**src/rtl/unified_mem_arbiter_pkg.sv**
```systemverilog
// Shared types and defaults for the unified instruction/data memory arbiter.
// Holds the FSM state encoding, the owner encoding and the default parameter values.
package unified_mem_arbiter_pkg;

    localparam int DEF_DATA_W     = 32;
    localparam int DEF_MEM_LAT    = 1;
    localparam int DEF_STARVE_MAX = 4;

    typedef enum logic [1:0] {
        ST_IDLE   = 2'd0,
        ST_ACCESS = 2'd1,
        ST_WAIT   = 2'd2,
        ST_RESP   = 2'd3
    } arb_state_t;

    typedef enum logic {
        OWN_IF = 1'b0,
        OWN_DM = 1'b1
    } owner_t;

    // The WAIT timer counts down to zero, so it is loaded with one less than the latency.
    function automatic logic [1:0] wait_load(input int mem_lat);
        return 2'(mem_lat - 1);
    endfunction

endpackage

```
**src/rtl/unified_mem_arbiter_starve.sv**
```systemverilog
// Starvation tracker: counts back-to-back data grants taken while a fetch is pending.
// starved tells the arbiter the fetch port must win the next arbitration.
module arb_starve_counter
    import unified_mem_arbiter_pkg::*;
#(
    parameter int STARVE_MAX = DEF_STARVE_MAX
) (
    input  logic clk,
    input  logic rst,
    input  logic idle,
    input  logic grant_dm,
    input  logic grant_if,
    input  logic if_req,
    output logic starved
);

    localparam logic [3:0] CNT_MAX = 4'(STARVE_MAX);

    logic [3:0] starve_cnt;

    always_ff @(posedge clk) begin
        if (!rst) begin
            starve_cnt <= '0;
        end else if (grant_if || (idle && !if_req)) begin
            starve_cnt <= '0;
        end else if (grant_dm && starve_cnt < CNT_MAX) begin
            starve_cnt <= starve_cnt + 4'd1;
        end
    end

    assign starved = (starve_cnt == CNT_MAX);

endmodule

```
**src/rtl/unified_mem_arbiter.sv**
```systemverilog
// Single-port memory arbiter shared by an instruction fetch port and a data port.
// Optional macro UNIFIED_MEM_ARBITER_STALL_CNT_EN adds the stall_cnt fetch-stall counter output.
//
// state  | meaning
// IDLE   | no access in flight; arbitrate and latch the winning request
// ACCESS | mem_en high for one cycle with the latched address/we/wdata
// WAIT   | MEM_LAT cycles of memory latency; read data captured in the last one
// RESP   | one-cycle ack to the owner, then back to IDLE
module unified_mem_arbiter
    import unified_mem_arbiter_pkg::*;
#(
    parameter int DATA_W     = DEF_DATA_W,
    parameter int MEM_LAT    = DEF_MEM_LAT,
    parameter int STARVE_MAX = DEF_STARVE_MAX
) (
    input  logic              clk,
    input  logic              rst,
    input  logic              if_req,
    input  logic [DATA_W-1:0] if_addr,
    output logic [DATA_W-1:0] if_rdata,
    output logic              if_ack,
    input  logic              dm_req,
    input  logic              dm_we,
    input  logic [DATA_W-1:0] dm_addr,
    input  logic [DATA_W-1:0] dm_wdata,
    output logic [DATA_W-1:0] dm_rdata,
    output logic              dm_ack,
    output logic              mem_en,
    output logic              mem_we,
    output logic [DATA_W-1:0] mem_addr,
    output logic [DATA_W-1:0] mem_wdata,
    input  logic [DATA_W-1:0] mem_rdata
`ifdef UNIFIED_MEM_ARBITER_STALL_CNT_EN
    ,
    output logic [15:0]       stall_cnt
`endif
);

    localparam logic [1:0] WAIT_LOAD = wait_load(MEM_LAT);

    arb_state_t        state;
    owner_t            owner;
    logic [DATA_W-1:0] lat_addr;
    logic [DATA_W-1:0] lat_wdata;
    logic              lat_we;
    logic [1:0]        wait_cnt;
    logic [DATA_W-1:0] if_rdata_q;
    logic [DATA_W-1:0] dm_rdata_q;

    logic idle;
    logic starved;
    logic grant_if;
    logic grant_dm;

    // Data normally wins; a pending fetch takes over once it has been passed over STARVE_MAX times.
    assign idle     = (state == ST_IDLE);
    assign grant_if = idle && if_req && (!dm_req || starved);
    assign grant_dm = idle && dm_req && !grant_if;

    arb_starve_counter #(
        .STARVE_MAX (STARVE_MAX)
    ) u_starve (
        .clk      (clk),
        .rst      (rst),
        .idle     (idle),
        .grant_dm (grant_dm),
        .grant_if (grant_if),
        .if_req   (if_req),
        .starved  (starved)
    );

    always_ff @(posedge clk) begin
        if (!rst) begin
            state      <= ST_IDLE;
            owner      <= OWN_IF;
            lat_addr   <= '0;
            lat_wdata  <= '0;
            lat_we     <= 1'b0;
            wait_cnt   <= '0;
            if_rdata_q <= '0;
            dm_rdata_q <= '0;
        end else begin
            case (state)
                ST_IDLE: begin
                    if (grant_if) begin
                        owner     <= OWN_IF;
                        lat_addr  <= if_addr;
                        lat_we    <= 1'b0;
                        lat_wdata <= '0;
                        state     <= ST_ACCESS;
                    end else if (grant_dm) begin
                        owner     <= OWN_DM;
                        lat_addr  <= dm_addr;
                        lat_we    <= dm_we;
                        lat_wdata <= dm_wdata;
                        state     <= ST_ACCESS;
                    end
                end
                ST_ACCESS: begin
                    wait_cnt <= WAIT_LOAD;
                    state    <= ST_WAIT;
                end
                ST_WAIT: begin
                    if (wait_cnt == 2'd0) begin
                        // Stores leave the load-data register untouched.
                        if (owner == OWN_IF) begin
                            if_rdata_q <= mem_rdata;
                        end else if (!lat_we) begin
                            dm_rdata_q <= mem_rdata;
                        end
                        state <= ST_RESP;
                    end else begin
                        wait_cnt <= wait_cnt - 2'd1;
                    end
                end
                ST_RESP: begin
                    state <= ST_IDLE;
                end
                default: begin
                    state <= ST_IDLE;
                end
            endcase
        end
    end

    assign mem_en    = (state == ST_ACCESS);
    assign mem_we    = mem_en && lat_we;
    assign mem_addr  = lat_addr;
    assign mem_wdata = lat_wdata;

    assign if_ack   = (state == ST_RESP) && (owner == OWN_IF);
    assign dm_ack   = (state == ST_RESP) && (owner == OWN_DM);
    assign if_rdata = if_rdata_q;
    assign dm_rdata = dm_rdata_q;

`ifdef UNIFIED_MEM_ARBITER_STALL_CNT_EN
    always_ff @(posedge clk) begin
        if (!rst) begin
            stall_cnt <= '0;
        end else if (if_req && !if_ack && stall_cnt != 16'hFFFF) begin
            stall_cnt <= stall_cnt + 16'd1;
        end
    end
`else
    // Default build carries no fetch-stall instrumentation.
`endif

endmodule

```
**config.mk**
```make
export PLATFORM = sky130hd
export DESIGN_NAME = unified_mem_arbiter
export DESIGN_NICKNAME = d
export VERILOG_FILES = /design/src/rtl/unified_mem_arbiter_pkg.sv /design/src/rtl/unified_mem_arbiter_starve.sv /design/src/rtl/unified_mem_arbiter.sv
export SDC_FILE = /design/constraint.sdc
export NUM_CORES = 1
export LEC_CHECK = 0
export ABC_AREA = 1
export BUFFER_PORTS_ARGS = -buffer_cell sky130_fd_sc_hd__buf_4
export CAP_MARGIN = 5
export CORE_MARGIN = 1.5
export CORE_UTILIZATION = 44
export CTS_CLUSTER_SIZE = 8
export DETAILED_ROUTE_END_ITERATION = 8
export HOLD_SLACK_MARGIN = 0.06
export PLACE_DENSITY_LB_ADDON = 0.3
export SLEW_MARGIN = 30
export SYNTH_ARGS = -nofsm -noshare
export SYNTH_HDL_FRONTEND = slang
export SYNTH_SLANG_ARGS = --single-unit
```
**constraint.sdc**
```tcl
create_clock -name clk -period 2.3 [get_ports clk]
set_clock_uncertainty 0.15 [all_clocks]
set_input_delay 0.46 -clock clk [delete_from_list [all_inputs] [get_ports clk]]
set_output_delay 0.46 -clock clk [all_outputs]
set_load 0.005 [all_outputs]
```
==> flow_summary.json, run 1 <==
{
  "drive_gt1_share_pct": 31.0,
  "synth_fp_nets": 917,
  "rows": 41,
  "n_antenna_cell": 0,
  "fill_cells": 1121,
  "placed_cells": 1171,
  "viasPerCell": 4.90,
  "io_pins": 265,
  "synth-edff-count": 0,
  "min_path_type": "in2reg",
  "area_growth_pct": 48.0,
  "synth_cells": 776,
  "critPathCaptureType": "primary output",
  "core-area_sq_um": 12600,
  "synth_sequential_area_ratio_pct": 48.8,
  "worst_slack_ns": 0.362,
  "worst-slew-pin-transition_ns": 0.569,
  "drc": 0,
  "yosysMostFrequentCell": "dfxtp_1",
  "ctsLongestPathBuffers": 2,
  "wl_met3_mm": 1.27,
  "fin_tns_setup_ns": 0,
  "ctsHoldBuffers": 0,
  "grt_pass1_wl_mm": 25.5,
  "drt-pass1-iter-count": 5,
  "top_layer": "met4",
  "p_leak_nw": 4.40,
  "ff_latch_area_sq_um": 2760,
  "worstHoldPathCells": 3,
  "powerDensity_nw_per_um2": 1080,
  "relSlewSlack_pct": 62.0,
  "clk_latency_ns": 0.41,
  "syn-cell-area_sq_um": 5660,
  "vdd_ir_drop_max_mv": 0.565,
  "numCtsBuffers": 17,
  "pre_cts_ws_ns": 0.429,
  "cap_violations": 0,
  "setup_viol": 0,
  "cts_setup_buffers": 0,
  "fin_util_pct": 66.6,
  "cts_tree": "yes",
  "grt_antenna_before_repair": 0,
  "min_period_ns": 1.94,
  "die_h_microns": 116,
  "ys_top_cells_by_count": "dfxtp_1, nor2_1, nand3_1",
  "yosys.cell_types.count": 21,
  "gp_congestion": 0.806,
  "final-hold-violation-count": 0,
  "synth_seq_cells": 138,
  "grt_pass1_vias": 5293,
  "instances_no_fill": 1203,
  "synthArstFlopShare_pct": 0,
  "clk_pin_slew_worst_paths_ns": 0.06,
  "cp_max_fo": 4,
  "fin_area_sq_um": 8370,
  "ys_warn_count": 0,
  "drt_wl_total_mm": 16.4,
  "htreeDepth": 4,
  "wl_met1_mm": 6.79,
  "fin_hold_ws_ns": 0.133,
  "fin_total_pwr_mw": 9.07,
  "dieArea_sq_um": 13500,
  "drt-initial-drc-count": 535,
  "cts_resized": 0,
  "dp_hpwl_mm": 11.2,
  "synth-main-ff-cell": "dfxtp_1",
  "synthTopCellsByArea": "dfxtp_1, nand3_1, nor2_1",
  "synth_top_area_cell": "dfxtp_1",
  "path_class": "reg2out",
  "grt_max_degree": 98,
  "ant_nets": 0,
  "dr_wl_met2_mm": 8.06,
  "period_share_pct": 84.3,
  "placed_area_sq_um": 7730,
  "fin_nets": 1159,
  "fmax_mhz": 516,
  "cts_sinks": 138,
  "fp.dieW_microns": 116,
  "io_buffers": 264,
  "worstRegToRegCells": 10,
  "multi_input_area_sq_um": 2330,
  "arrival_ns": 1.33,
  "cp.required_ns": 1.69,
  "start_kind": "flip-flop",
  "rsz0062_at_grt": "false",
  "netlist.area_leader.share_pct": 48.8,
  "wl_per_cell_microns": 13.6,
  "cts-root-buf": "clkbuf_16",
  "outcome": "finished clean",
  "dr_total_vias": 5889,
  "start_util_pct": 45.0,
  "maxSlewViolCount": 0,
  "grt_use_total_pct": 23.7,
  "overflow": 0,
  "avgSynthCellArea_sq_um": 7.29
}
where the power goes:
part,internal (mW),switching [mW],total (mW)
Combinational,1.33,1.55,2.89
Clock,1.93,1.01,2.95
Sequential,2.95,0.287,3.23
Total,6.21,2.85,9.07
sequential cells by signal (all words and copies together) (netlist names):
signal               flops
wait_cnt                 2
u_starve.starve_cnt      4
lat_we                   1
owner                    1
if_rdata                32
state                    2
mem_wdata               32
dm_rdata                32
mem_addr                32
layout by cell type (no fill, tap or decap), types with 4 or more instances in the layout:
cell type	instances
a21oi_1	40
buf_4	276
bufinv_16	4
clkbuf_16	17
clkbuf_8	4
dfxtp_1	138
ha_1	8
inv_1	78
inv_2	5
nand2_1	77
nand3_1	132
nor2_1	133
o21ai_0	95
o21ai_1	4
layout make-up:
type / count / area share (%)
repair buffers: 278 / 25.2
multi-input cells: 500 / 27.8
well taps: 172 / 2.57
inverters: 83 / 3.72
clock buffers: 22 / 5.78
clock inverters: 10 / 1.93
flip-flops and latches: 138 / 33.0
worst paths after layout:
kind / slack, ns / endpoint / from
max: 0.36 / mem_we / state[1]
min: 0.13 / dm_rdata[7] / mem_rdata[7]
max reg2reg: 0.42 / mem_addr[27] / state[0]
min reg2reg: 0.32 / wait_cnt[1] / wait_cnt[1]
logic make-up (layout without fill, tap and decap cells):
logic type	count (synthesis)	in the layout	synth area share, %
flip-flops	138	138	48.8
buffers and inverters	138	393	10.1
AO/OA/AOI/OAI	140	140	12.4
adder cells (fa/ha/maj)	8	8	1.77
AND/OR/NAND/NOR	352	352	26.9
worst max-delay path, cell delays in order (launching register included):
cell     delay [ns]
dfxtp_1        0.36
inv_1          0.10
ha_1           0.23
nand2_1        0.07
inv_1          0.03
buf_4          0.13
layer usage:
layer  up-vias  global-route usage [%]
met4         0                    8.62
li1       2985                       -
met5         -                       0
met3        22                    6.33
met1      2665                    29.9
met2       217                    39.0
No activity file was read; power rests on OpenSTA's default activity.
==> run 2: changes to the inputs <==
Settings changed: ABC_AREA 1 to 0.
Clock period 2.3 ns to 1.8 ns, I/O delays scaled along.
==> run 2 against run 1 <==
Sequential cell count unchanged. Sequential share of layout area down 4.5 points. First-iteration DRC count down 40%. Sequential power up 24%. Power up 25%. Highest routed layer unchanged.
==> flow_summary.json, run 2 <==
{
  "fmax_mhz": 564,
  "numCtsBuffers": 17,
  "arrival_ns": 1.26,
  "synth_top_area_cell": "dfxtp_1",
  "mostFrequentLayoutCell": "buf_4",
  "dieArea_sq_um": 14800,
  "worst_slack_ns": 0.0265,
  "grt.busiest_layer": "met2",
  "synthTopCellsByArea": "dfxtp_1, nand3b_1, nand2_1",
  "cp.required_ns": 1.29,
  "grtUsageMet1_pct": 29.4,
  "path_class": "reg2out",
  "yosysMostFrequentCell": "dfxtp_1",
  "grt_max_degree": 66,
  "min_path_type": "in2reg",
  "pwr-share-seq_pct": 35.3,
  "yosys.cell_types.count": 38,
  "synthArstFlopShare_pct": 0,
  "start_kind": "flip-flop",
  "start_util_pct": 44.8,
  "cts_sinks": 138,
  "synth-main-ff-cell": "dfxtp_1",
  "synth_fp_nets": 816,
  "outcome": "finished clean",
  "cp_max_fo": 3,
  "vdd_ir_drop_max_mv": 0.753,
  "dp_hpwl_mm": 11.4,
  "placed_cells": 1074,
  "drt_wl_total_mm": 18.8,
  "syn-cell-area_sq_um": 6170,
  "ys_warn_count": 0,
  "final_cell_mix": "buf_4, dfxtp_1, nand2_1",
  "grt_use_total_pct": 24.2,
  "fp.dieW_microns": 121,
  "synth_cells": 675,
  "switching_share_pct": 31.9,
  "rsz0062_at_grt": "true",
  "grt_pass1_vias": 5684,
  "avgSynthCellArea_sq_um": 9.15,
  "p_leak_nw": 4.24,
  "min_period_ns": 1.77,
  "synth_sequential_area_ratio_pct": 44.8,
  "cts_tree": "yes",
  "setup_viol": 0,
  "die_h_microns": 121,
  "drt-initial-drc-count": 321,
  "placed_area_sq_um": 8350,
  "clk_pin_slew_worst_paths_ns": 0.06,
  "io_pins": 265,
  "synth_seq_cells": 138,
  "dr_total_vias": 6142,
  "instances_no_fill": 1171,
  "pwr-share-clk_pct": 29.1,
  "drc": 0,
  "cap_violations": 0,
  "clk_latency_ns": 0.41,
  "core-area_sq_um": 13800,
  "ant_nets": 0,
  "rows": 43,
  "powerDensity_nw_per_um2": 1170,
  "io_buffers": 264,
  "n_antenna_cell": 0,
  "maxSlewViolCount": 0,
  "p_int_mw": 7.74,
  "period_share_pct": 98.5,
  "overflow": 0,
  "critPathCaptureType": "primary output",
  "relSlewSlack_pct": 72.9,
  "wl_per_cell_microns": 16.0,
  "ys_top_cells_by_count": "dfxtp_1, nand2_1, nand3b_1",
  "synth-edff-count": 0,
  "htreeDepth": 4,
  "area_growth_pct": 57.1,
  "drive_gt1_share_pct": 34.0,
  "drt-pass1-iter-count": 7,
  "comb_power_share_pct": 35.6,
  "fin_nets": 1121,
  "grtUsageMet3_pct": 6.39,
  "fin_area_sq_um": 9700,
  "met2_usage_pct": 41.5,
  "viasPerCell": 5.25,
  "pre_cts_ws_ns": 0.0558,
  "cts-root-buf": "clkbuf_16",
  "ctsLongestPathBuffers": 2,
  "switching_power_mw": 3.62,
  "netlist.area_leader.share_pct": 44.8,
  "grt_pass1_wl_mm": 28.3,
  "gp_congestion": 0.740,
  "worst-slew-pin-transition_ns": 0.407,
  "grt_antenna_before_repair": 0,
  "final-hold-violation-count": 0
}
[run 2: path summary, 6_finish.rpt]
kind | slack [ns] | end | depth (start not counted) | startpoint
worst max-delay path | 0.03 | dm_ack | 4 | state[1]
worst min-delay path | 0.07 | if_rdata[17] | 3 | mem_rdata[17]
worst max register to register | 0.12 | mem_addr[9] | 7 | u_starve.starve_cnt[0]
worst min register to register | 0.30 | dm_rdata[18] | 2 | dm_rdata[18]
[run 2: layout make-up]
type / count / area, sq um
tap: 180 / 225
clock buffer: 21 / 470
fill: 1084 / 4080
clock inverter: 9 / 90.1
multi-input combinational: 466 / 3140
timing repair buffer: 350 / 2980
sequential: 138 / 2770
inverter: 7 / 26.3
[run 2: power groups by stage]
stage,logic (mW),registers (mW),clock network [mW]
5_1_grt,4.42,4.08,3.49
2_1_floorplan,1.88,4.03,0
4_1_cts,3.87,4.00,3.38
3_5_place_dp,3.71,4.03,0
6_report,4.04,4.01,3.31
3_3_place_gp,3.64,4.03,0
[run 2: logic make-up (layout without fill, tap and decap cells)]
kind of cell    Yosys count  after routing  share of synthesized area, %
compound gates          203            203                          23.7
mux                      34             34                          5.51
buf+inv                  71            387                          5.78
simple gates            220            220                          18.5
fa+ha+maj                 8              8                          1.62
xor+xnor                  1              1                         0.142
flops                   138            138                          44.8
[run 2: per-layer routing]
layer / up-vias / wire length (microns)
met4: 0 / 358
met2: 247 / 9190
li1: 3018 / -
met3: 27 / 1310
met5: - / 0
met1: 2850 / 7900
[run 2: what timing repair did]
item	4_1_cts	5_1_grt
gates resized for setup	10	10
endpoints found under the hold margin	76	0
cloned	0	3
hold buffers	61	0
buffers inserted	1	2
setup endpoints to repair	3	128
[run 2: worst max-delay path: stages (launching register included)]
cell	delay, ns
dfxtp_2	0.33
buf_6	0.12
ha_4	0.15
and2_4	0.15
buf_6	0.11
[run 2: through the flow]
stage	total power, mW	hold slack, ns	utilization [%]	setup TNS [ns]
6_report	11.4	0.0745	70.4	0
5_1_grt	12.0	0.0745	70.4	-0.0282
4_1_cts	11.2	0.0604	69.4	0
3_5_place_dp	7.74	0.296	60.6	0
3_3_place_gp	7.68	0.293	60.6	0
2_1_floorplan	5.92	0.301	-	0
